==> config.mk <==
export PLATFORM = sky130hd
export DESIGN_NAME = matmul_req_sequencer
export DESIGN_NICKNAME = d
export VERILOG_FILES = /design/src/rtl/matmul_pkg.sv /design/src/rtl/rr_arbiter.sv /design/src/rtl/matmul_req_sequencer.sv
export SDC_FILE = /design/constraint.sdc
export NUM_CORES = 2
export LEC_CHECK = 0
export BUFFER_PORTS_ARGS = -buffer_cell sky130_fd_sc_hd__buf_2
export CAP_MARGIN = 40
export CORE_AREA = 3 3 707 709
export CTS_CLUSTER_DIAMETER = 200
export DETAILED_ROUTE_END_ITERATION = 6
export DIE_AREA = 0 0 710 712
export HOLD_SLACK_MARGIN = 0.02
export PLACE_DENSITY = 0.3
export SLEW_MARGIN = 20
export SYNTH_ARGS = -nofsm -noshare
export SYNTH_HDL_FRONTEND = slang
export SYNTH_HIERARCHICAL = 1
export SYNTH_SLANG_ARGS = --single-unit
export TNS_END_PERCENT = 50
==> constraint.sdc <==
create_clock -name i_clk -period 3.4 [get_ports i_clk]
set_clock_uncertainty 0.15 [all_clocks]
set_input_delay 0.68 -clock i_clk [delete_from_list [all_inputs] [get_ports i_clk]]
set_output_delay 0.68 -clock i_clk [all_outputs]
set_load 0.005 [all_outputs]
==> src/rtl/matmul_pkg.sv <==
// Shared constants and FSM state type for the matrix-multiply request sequencer.
package matmul_pkg;

   localparam int unsigned ELEM_W  = 16;
   localparam int unsigned MAT_DIM = 4;
   localparam int unsigned MAT_W   = MAT_DIM * MAT_DIM * ELEM_W;

   typedef enum logic [2:0] {
      StIdle,
      StLoadA,
      StWaitA,
      StLoadB,
      StWaitB,
      StRead,
      StCapture,
      StResp
   } state_e;

endpackage

==> src/rtl/rr_arbiter.sv <==
// Round-robin arbiter: grants the first request at or after the pointer and
// advances the pointer past the winner when i_update is high.
module rr_arbiter #(
   parameter int unsigned N = 2
) (
   input  logic         i_clk,
   input  logic         i_rst_n,
   input  logic [N-1:0] i_req,
   input  logic         i_update,
   output logic [N-1:0] o_gnt,
   output logic [1:0]   o_idx
);

   logic [1:0]   r_ptr;
   logic [N-1:0] w_rot;
   logic [2:0]   w_off;
   logic [2:0]   w_sum;
   logic [2:0]   w_win;
   logic         w_found;

   // Rotate requests so the pointer sits at bit 0, find the first set bit, map it back.
   always_comb begin
      w_rot   = N'({i_req, i_req} >> r_ptr);
      w_off   = '0;
      w_found = 1'b0;
      for (int k = 0; k < N; k++) begin
         if (!w_found && w_rot[k]) begin
            w_found = 1'b1;
            w_off   = 3'(k);
         end
      end
      w_sum = {1'b0, r_ptr} + w_off;
      w_win = (w_sum >= 3'(N)) ? w_sum - 3'(N) : w_sum;
   end

   assign o_gnt = w_found ? (N'(1) << w_win) : '0;
   assign o_idx = w_win[1:0];

   // Pointer moves to the requester after the winner so every requester gets its turn.
   always_ff @(posedge i_clk or negedge i_rst_n) begin
      if (!i_rst_n) begin
         r_ptr <= '0;
      end else if (i_update && w_found) begin
         r_ptr <= (w_win == 3'(N - 1)) ? 2'd0 : w_win[1:0] + 2'd1;
      end
   end

endmodule

==> src/rtl/matmul_req_sequencer.sv <==
// Shares the 4x4x16 multiplier between NUM_REQ requesters: load A, load B, read
// the product, and return it tagged with the requester index.
module matmul_req_sequencer
   import matmul_pkg::*;
#(
   parameter int unsigned NUM_REQ = 2,
   parameter int unsigned TIMEOUT = 16
) (
   input  logic                     i_clk,
   input  logic                     i_rst_n,
   input  logic [NUM_REQ-1:0]       i_req_valid,
   output logic [NUM_REQ-1:0]       o_req_ready,
   input  logic [NUM_REQ*MAT_W-1:0] i_req_mat_a,
   input  logic [NUM_REQ*MAT_W-1:0] i_req_mat_b,
   output logic                     o_rsp_valid,
   input  logic                     i_rsp_ready,
   output logic [MAT_W-1:0]         o_rsp_data,
   output logic [1:0]               o_rsp_id,
   output logic                     o_rsp_err,
   output logic                     o_mm_enable,
   output logic                     o_mm_rw,
   output logic [MAT_W-1:0]         o_mm_data_in,
   input  logic [MAT_W-1:0]         i_mm_data_out,
   input  logic                     i_mm_flag,
   output logic                     o_busy
);

   localparam int unsigned CntW = $clog2(TIMEOUT + 1);

   state_e              r_state;
   logic [CntW-1:0]     r_cnt;
   logic [MAT_W-1:0]    r_mat_b;
   logic [1:0]          r_id;
   logic                r_mm_enable;
   logic                r_mm_rw;
   logic [MAT_W-1:0]    r_mm_data_in;
   logic                r_rsp_valid;
   logic [MAT_W-1:0]    r_rsp_data;
   logic [1:0]          r_rsp_id;
   logic                r_rsp_err;

   logic                w_idle;
   logic                w_any;
   logic                w_timeout;
   logic [NUM_REQ-1:0]  w_gnt;
   logic [1:0]          w_idx;
   logic [MAT_W-1:0]    w_sel_a;
   logic [MAT_W-1:0]    w_sel_b;

   assign w_idle    = (r_state == StIdle);
   assign w_any     = |i_req_valid;
   assign w_timeout = (r_cnt == CntW'(TIMEOUT - 1));
   assign w_sel_a   = i_req_mat_a[MAT_W*w_idx +: MAT_W];
   assign w_sel_b   = i_req_mat_b[MAT_W*w_idx +: MAT_W];

   rr_arbiter #(
      .N (NUM_REQ)
   ) u_arb (
      .i_clk    (i_clk),
      .i_rst_n  (i_rst_n),
      .i_req    (i_req_valid),
      .i_update (w_idle),
      .o_gnt    (w_gnt),
      .o_idx    (w_idx)
   );

   // The accept strobe is combinational in IDLE; rst_n gating keeps it low while reset is held.
   assign o_req_ready  = (w_idle && i_rst_n) ? w_gnt : '0;
   assign o_busy       = !w_idle;
   assign o_mm_enable  = r_mm_enable;
   assign o_mm_rw      = r_mm_rw;
   assign o_mm_data_in = r_mm_data_in;
   assign o_rsp_valid  = r_rsp_valid;
   assign o_rsp_data   = r_rsp_data;
   assign o_rsp_id     = r_rsp_id;
   assign o_rsp_err    = r_rsp_err;

   // Sequencer FSM; outputs are set on entry to the state that owns them.
   always_ff @(posedge i_clk or negedge i_rst_n) begin
      if (!i_rst_n) begin
         r_state      <= StIdle;
         r_cnt        <= '0;
         r_mat_b      <= '0;
         r_id         <= '0;
         r_mm_enable  <= 1'b0;
         r_mm_rw      <= 1'b0;
         r_mm_data_in <= '0;
         r_rsp_valid  <= 1'b0;
         r_rsp_data   <= '0;
         r_rsp_id     <= '0;
         r_rsp_err    <= 1'b0;
      end else begin
         unique case (r_state)
            StIdle: begin
               if (w_any) begin
                  r_mm_data_in <= w_sel_a;
                  r_mat_b      <= w_sel_b;
                  r_id         <= w_idx;
                  r_mm_enable  <= 1'b1;
                  r_mm_rw      <= 1'b1;
                  r_state      <= StLoadA;
               end
            end
            StLoadA: begin
               r_mm_enable <= 1'b0;
               r_cnt       <= '0;
               r_state     <= StWaitA;
            end
            StWaitA: begin
               if (i_mm_flag) begin
                  r_mm_enable  <= 1'b1;
                  r_mm_rw      <= 1'b1;
                  r_mm_data_in <= r_mat_b;
                  r_state      <= StLoadB;
               end else if (w_timeout) begin
                  r_rsp_valid <= 1'b1;
                  r_rsp_err   <= 1'b1;
                  r_rsp_data  <= '0;
                  r_rsp_id    <= r_id;
                  r_state     <= StResp;
               end else begin
                  r_cnt <= r_cnt + CntW'(1);
               end
            end
            StLoadB: begin
               r_mm_enable <= 1'b0;
               r_cnt       <= '0;
               r_state     <= StWaitB;
            end
            StWaitB: begin
               if (i_mm_flag) begin
                  r_mm_enable <= 1'b1;
                  r_mm_rw     <= 1'b0;
                  r_state     <= StRead;
               end else if (w_timeout) begin
                  r_rsp_valid <= 1'b1;
                  r_rsp_err   <= 1'b1;
                  r_rsp_data  <= '0;
                  r_rsp_id    <= r_id;
                  r_state     <= StResp;
               end else begin
                  r_cnt <= r_cnt + CntW'(1);
               end
            end
            StRead: begin
               r_mm_enable <= 1'b0;
               r_state     <= StCapture;
            end
            StCapture: begin
               r_rsp_valid <= 1'b1;
               r_rsp_err   <= 1'b0;
               r_rsp_data  <= i_mm_data_out;
               r_rsp_id    <= r_id;
               r_state     <= StResp;
            end
            StResp: begin
               if (i_rsp_ready) begin
                  r_rsp_valid <= 1'b0;
                  r_state     <= StIdle;
               end
            end
            default: r_state <= StIdle;
         endcase
      end
   end

endmodule

=== After elaboration in Yosys (flattened, before gate mapping) ===
Index checks and enable logic that the tools add are counted.

* Register bits: 786
* Latch bits: 0
* RAM bits: 0
* Bits in read-only memories: 0
* Input bits: 1286
* Output and inout bits: 521
* Memories: 0

* Add/sub/neg operators: 4
* $mul: 0
* Div/mod/pow operators: 0
* $lt $le $gt $ge: 1
* Equal/unequal tests: 17
* Shifts and indexed selects: 4
* Muxes and demuxes: 35
* Bitwise gates (word level): 0
* Reduce and logical (&&, ||, !) cells: 24

{| class="wikitable"
|+ Operators with widths
! kind !! count
|-
| two-way mux 256 bit || 4
|-
| case mux 256 bit (2 select lines) || 2
|-
| indexed part select 512 x 11 -> 256 bit || 2
|-
| case mux 3 bit (8 select lines) || 1
|-
| two-way mux 3 bit || 6
|-
| equality test 3 bit, second input constant || 4
|-
| != test 2 bit, second input constant || 6
|-
| AND reduction 3 bit || 4
|-
| two-way mux 2 bit || 5
|-
| two-way mux 5 bit || 2
|-
| case mux 5 bit (2 select lines) || 1
|-
| two-way mux 1 bit || 9
|-
| case mux 1 bit (3 select lines) || 3
|-
| nonzero test 3 bit || 3
|-
| AND reduction 4 bit || 2
|-
| equality test 3 x 1 -> 1 bit, second input constant || 2
|-
| equality test 3 x 2 -> 1 bit, second input constant || 2
|-
| nonzero test 2 bit || 3
|-
| OR reduction 2 bit || 3
|-
| adder 5 x 1 -> 5 bit, second input constant || 1
|-
| equality test 5 x 4 -> 1 bit, second input constant || 1
|-
| != test 2 x 1 -> 1 bit, second input constant || 2
|-
| case mux 2 bit (2 select lines) || 1
|-
| AND reduction 2 bit || 2
|-
| 11 further kinds || 14
|}

=== Logic depth before layout (Yosys ltp) ===
* Word-level depth: 11
* Mapped depth: 15
* Mapped depth without buffers: 11

=== Cells and area by module ===
Netlist, hierarchy kept.

{| class="wikitable"
|+ By module, submodules not included
! module !! instances !! cells each !! area each (µm²)
|-
| matmul_req_sequencer || 1 || 3510 || 36829.1
|-
| rr_arbiter || 1 || 34 || 272.8
|}

=== Worst setup path before layout ===
No wires, ideal clock.

* Kind: input -> register
* Start point: input port i_req_valid[1]
* End point: register r_mm_data_in[185], in the netlist o_mm_data_in[185]
* Setup time: 0.137 ns
* Arrival time: 2.841 ns
* Path slack: 0.272 ns
* Stages on the path: 14
* Path buffers: 4
* Path through: nand4b_1 -> o21ai_0 -> ha_1 -> inv_1 -> ha_1 -> buf_2 -> o211ai_1 -> o21ai_0 -> clkbuf_1 -> clkbuf_1 -> clkbuf_1 -> nor3_1 -> a21oi_1 -> a21oi_1

* Longest elaborated chain between the ends: 11

{| class="wikitable"
|+ Ends and longest elaborated chain
! element !! line !! source
|-
| start: declaration || matmul_req_sequencer.sv:11 || <nowiki>input logic [NUM_REQ-1:0] i_req_valid,</nowiki>
|-
| right shift 4 x 2 -> 2 bit (*) || rr_arbiter.sv:23 || <nowiki>w_rot = N'({i_req, i_req} >> r_ptr);</nowiki>
|-
| two-way mux 1 bit || rr_arbiter.sv:27 || <nowiki>if (!w_found && w_rot[k]) begin</nowiki>
|-
| zero test 1 bit || rr_arbiter.sv:27 ||
|-
| logical AND 1 bit (*) || rr_arbiter.sv:27 ||
|-
| two-way mux 1 bit (*) || rr_arbiter.sv:27 ||
|-
| adder 2 x 1 -> 3 bit (*) || rr_arbiter.sv:32 || <nowiki>w_sum = {1'b0, r_ptr} + w_off;</nowiki>
|-
| subtractor 3 x 2 -> 3 bit / greater-or-equal comparator 3 x 2 -> 1 bit (equally long branches) || rr_arbiter.sv:33 || <nowiki>w_win = (w_sum >= 3'(N)) ? w_sum - 3'(N) : w_sum;</nowiki>
|-
| two-way mux 3 bit (*) || rr_arbiter.sv:33 ||
|-
| net w_idx[1] || matmul_req_sequencer.sv:46 || <nowiki>logic [1:0] w_idx;</nowiki>
|-
| indexed part select 512 x 11 -> 256 bit (*) || matmul_req_sequencer.sv:53 || <nowiki>assign w_sel_a = i_req_mat_a[MAT_W*w_idx +: MAT_W];</nowiki>
|-
| two-way mux 256 bit (*) || matmul_req_sequencer.sv:95 || <nowiki>if (w_any) begin</nowiki>
|-
| case mux 256 bit (2 select lines) (*) || matmul_req_sequencer.sv:93 || <nowiki>unique case (r_state)</nowiki>
|-
| end signal: assignment || matmul_req_sequencer.sv:96 || <nowiki>r_mm_data_in <= w_sel_a;</nowiki>
|-
| end signal: assignment || matmul_req_sequencer.sv:113 || <nowiki>r_mm_data_in <= r_mat_b;</nowiki>
|-
| end: declaration || matmul_req_sequencer.sv:36 || <nowiki>logic [MAT_W-1:0] r_mm_data_in;</nowiki>
|}

Mark *: on every way through the listed nets, which the timed path passes. The rest lies on a longest branch. The select of a mux whose other input is x is not followed.
A chain may end at the register's enable or synchronous reset.

=== Worst setup path in the final report ===
* Start point: register u_arb.r_ptr[0]
* End point: output port o_req_ready[0]

* Longest elaborated chain between the ends: 11

{| class="wikitable"
|+ Ends and longest elaborated chain
! element !! line !! source
|-
| start: declaration || rr_arbiter.sv:14 || <nowiki>logic [1:0] r_ptr;</nowiki>
|-
| start signal: assignment || rr_arbiter.sv:44 || <nowiki>r_ptr <= (w_win == 3'(N - 1)) ? 2'd0 : w_win[1:0] + 2'd1;</nowiki>
|-
| right shift 4 x 2 -> 2 bit || rr_arbiter.sv:23 ||
|-
| two-way mux 1 bit || rr_arbiter.sv:27 ||
|-
| zero test 1 bit || rr_arbiter.sv:27 ||
|-
| logical AND 1 bit || rr_arbiter.sv:27 ||
|-
| two-way mux 1 bit || rr_arbiter.sv:27 ||
|-
| adder 2 x 1 -> 3 bit || rr_arbiter.sv:32 ||
|-
| subtractor 3 x 2 -> 3 bit / greater-or-equal comparator 3 x 2 -> 1 bit (equally long branches) || rr_arbiter.sv:33 ||
|-
| two-way mux 3 bit || rr_arbiter.sv:33 ||
|-
| << shifter 1 x 3 -> 2 bit || rr_arbiter.sv:36 || <nowiki>assign o_gnt = w_found ? (N'(1) << w_win) : '0;</nowiki>
|-
| two-way mux 2 bit (*) || rr_arbiter.sv:36 ||
|-
| net w_gnt[0] || matmul_req_sequencer.sv:45 || <nowiki>logic [NUM_REQ-1:0] w_gnt;</nowiki>
|-
| two-way mux 2 bit (*) || matmul_req_sequencer.sv:68 || <nowiki>assign o_req_ready = (w_idle && i_rst_n) ? w_gnt : '0;</nowiki>
|-
| end: declaration || matmul_req_sequencer.sv:12 || <nowiki>output logic [NUM_REQ-1:0] o_req_ready,</nowiki>
|}

Mark *: on every way through the listed nets, which the timed path passes. The rest lies on a longest branch.

==> out/results.txt <==
YS warnings = 6
Hold Crit Depth = 2
Clock power frac = 19.7%
Max-cap viol count = 0
FF+latch area = 19700 um2
First-pass GRT wire length = 443 mm
Net Sw Frac = 46.1%
Crit Path Category = reg -> out
Worst r2r path cells = 16
Area contributors post-synth = dfrtp_1 53%, mux2i_1 14%, a21oi_1 7.0%
Layout cells sized above 1 = 40.1%
DR WL/cell = 27.9 um
Met1 global-route usage = 14.4%
CP startpoint kind = register
CTS HTree Levels = 3
Worst Setup End Kind = primary output
Max-slew violation count = 0
Worst Hold Endpoint = o_rsp_data[119]
Via/cell ratio = 3.15
Internal power = 36.3 mW
Vias = 39800
Failing checks = negative setup slack
Final core utilization = 13.4%
Combinational power share = 54.6%
Num ports = 1807
Fillers = 56300
Root Driver = clkbuf_16
Synth top area share = 53.0%
DIE AREA = 506000 um2
Final ANT Viol Nets = 0
Synth-to-layout area growth = 78.4%
Flop pwr share = 25.7%
Total track usage = 13.3%
VDD IR max = 0.459 mV
Minimum clock period = 3.75 ns
Synth Register Bits = 786
Min-Delay Startpoint = i_mm_data_out[119]
Power density cells = 1020 nW/um2
Largest net degree at the start of global routing = 147
Number of global-route vias before repair = 41800
Multi-input logic area = 16300 um2
Syn_area_per_cell = 10.5 um2
Switch Pwr = 31.0 mW
Place WS = -0.379 ns
Nets = 7289
Synth unique cells = 43
Critical Path AT = 2.92 ns
Core region area = 494000 um2
Total global routing overflow = 0
Met3 Use GR = 4.50%
Synth Instances = 3544
Total Negative Setup Slacks = -0.637 ns
FMAX = 267 MHz
Crit share post-route = 110%
Crit path max fanout = 6
Final hold vios = 0
Reg-to-Reg End = o_mm_data_in[141]
RD Place Congestion = 0.889
Final routed DRC violation total = 0
Area after DPL = 55900 um2
Hold crit path type = in -> reg
Dpl hpwl = 302 mm
Initial Util = 7.52%
Lkg Pwr = 29.5 nW
Cts bufs inserted = 115
Area leader, netlist = dfrtp_1
Fin area = 66200 um2
# rows = 258
Sequential fraction of the synthesis area = 53.0%
DRT iter0 DRCs = 2276
Clock Latency Late Sink = 0.90 ns
Die span in x = 710 um
Clock slew at reported path FFs = 0.06 ns
Initial antenna violation count = 144
Status = complete, but fails checks
RSZ-0062 raised after global routing = true
Worst slew margin = 40.5%
Worst setup margin = -0.346 ns
Hold WS = 0.0873 ns
Reg-to-reg setup timing slack = 0.12 ns
Setup crit start = u_arb/r_ptr[0]
Met2 Usage GRT = 24.2%
Slew of the pin with the lowest slew margin = 0.893 ns
Final setup violation count = 2
# port buffers = 1806
Mapped cell area = 37100 um2
Number of detailed-route iterations in the first pass = 5
CP required = 2.57 ns
CTS tree = done
Die height = 712 um
Syn_nets = 4837
DRT Wirelength = 352 mm
Most Crowded Layer GR = met2
Worst flop-to-flop path startpoint = u_arb/r_ptr[0]
Clock Sinks = 786
Clock buffer depth = 4
-- cell usage in the layout, fill, tap and decap left out, drive strengths merged, types with 2 or more instances in the layout --
| cell | synthesis | layout |
|---|---|---|
| buf | 194 | 2167 |
| dfrtp | 786 | 786 |
| a21oi | 516 | 516 |
| dlygate4sd3 | 0 | 514 |
| mux2i | 512 | 512 |
| nand2 | 265 | 265 |
| nor2 | 265 | 265 |
| nor3 | 259 | 259 |
| o31ai | 258 | 258 |
| a22o | 256 | 256 |
| clkbuf | 156 | 151 |
| diode | 0 | 60 |
| clkinv | 0 | 24 |
| bufinv | 0 | 20 |
| o21ai | 17 | 17 |
| inv | 7 | 14 |
| ha | 7 | 7 |
| clkinvlp | 0 | 6 |
| nor3b | 6 | 6 |
| o211ai | 5 | 5 |
| nand3 | 5 | 5 |
| mux2 | 4 | 4 |
| and3 | 4 | 4 |
| o21a | 2 | 2 |
| nand2b | 2 | 2 |
| nor2b | 2 | 2 |
| a21boi | 2 | 2 |
-- power by group through the flow --
stage	clock network [mW]	registers, mW	logic [mW]
global route	14.1	17.9	40.1
global placement	0	17.5	35.9
floorplan	0	16.5	15.6
detailed placement	0	17.5	35.9
CTS	13.9	17.3	37.3
finish	13.2	17.3	36.8
-- synth_stat cells (all sizes together) --
library cell	number
a22o	256
clkbuf	156
xnor2	1
and2	1
or3b	1
a2111oi	1
nand4b	1
buf	194
nand2	265
and3	4
nand4	1
or4	1
o21a	2
nor3	259
nand3b	1
a21boi	2
nand2b	2
o21ai	17
inv	7
dfrtp	786
nor2b	2
nand3	5
a22oi	1
nor4b	1
nor4	1
a221o	1
nor2	265
o22ai	1
mux2i	512
or3	1
mux2	4
ha	7
o211ai	5
a21oi	516
nor3b	6
o31ai	258
-- routing by layer --
layer  wire length (um)  up-vias
li1                   -    18000
met1             130000    19900
met2             179000     1536
met3              30100      408
met4              13100       46
met5                290        -
-- what timing repair did --
item | CTS | global route
gates resized for setup | 56 | 83
endpoints found under the hold margin | 581 | 0
pin swaps | 7 | 6
gates cloned | 1 | 4
hold buffers | 515 | 0
buffers inserted | 4 | 8
endpoints found under the setup margin | 11 | 52
-- state kept, by name, summed over array words and instances, names as in the netlist, 2 cells and up --
signal	flops
r_state	3
o_rsp_data	256
r_id	2
r_mat_b	256
o_mm_data_in	256
o_rsp_id	2
u_arb/r_ptr	2
r_cnt	5
-- stage by stage --
stage	total power [mW]	cells
2_1_floorplan	32.2	3544
5_1_grt	72.1	12600
3_5_place_dp	53.4	11800
4_1_cts	68.5	12600
6_report	67.3	12600
3_3_place_gp	53.3	11800
-- worst max path at each step --
stage / slack (ns) / end
3_5_place_dp: -0.38 / o_req_ready[0]
5_1_grt: -0.49 / o_req_ready[0]
3_3_place_gp: -0.44 / o_req_ready[1]
2_1_floorplan: 0.27 / o_mm_data_in[185]
6_report: -0.35 / o_req_ready[0]
4_1_cts: -0.49 / o_req_ready[0]
-- cells by family (layout without fill, tap and decap cells) --
family,count (synthesis),count (layout),synth area share (%)
AO/OA/AOI/OAI,1060,1060,18.8
AND/OR/NAND/NOR,817,817,9.41
flip-flops,786,786,53.0
multiplexers,516,516,13.9
buffers and inverters,357,2896,4.63
adder cells (fa/ha/maj),7,7,0.236
XOR/XNOR,1,1,0.0236
other,0,60,0
-- critical path: stages, from the launching register on --
cell       delay, ns
dfrtp_1         0.36
buf_6           0.12
nand4b_1        0.14
o21ai_4         0.12
ha_4            0.18
inv_4           0.04
ha_4            0.31
o21ai_4         0.07
a2111oi_4       0.29
and3_4          0.30
buf_6           0.11
-- cell type report --
type	count	area share, %
Clock buffer	147	4.77
Tap cell	6500	12.3
Antenna cell	60	0.227
Inverter	7	0.0435
Timing Repair Buffer	2685	26.9
Multi-Input combinational cell	2401	24.6
Clock inverter	57	1.38
Sequential cell	786	29.7
Power figures use the tool's default switching activity.
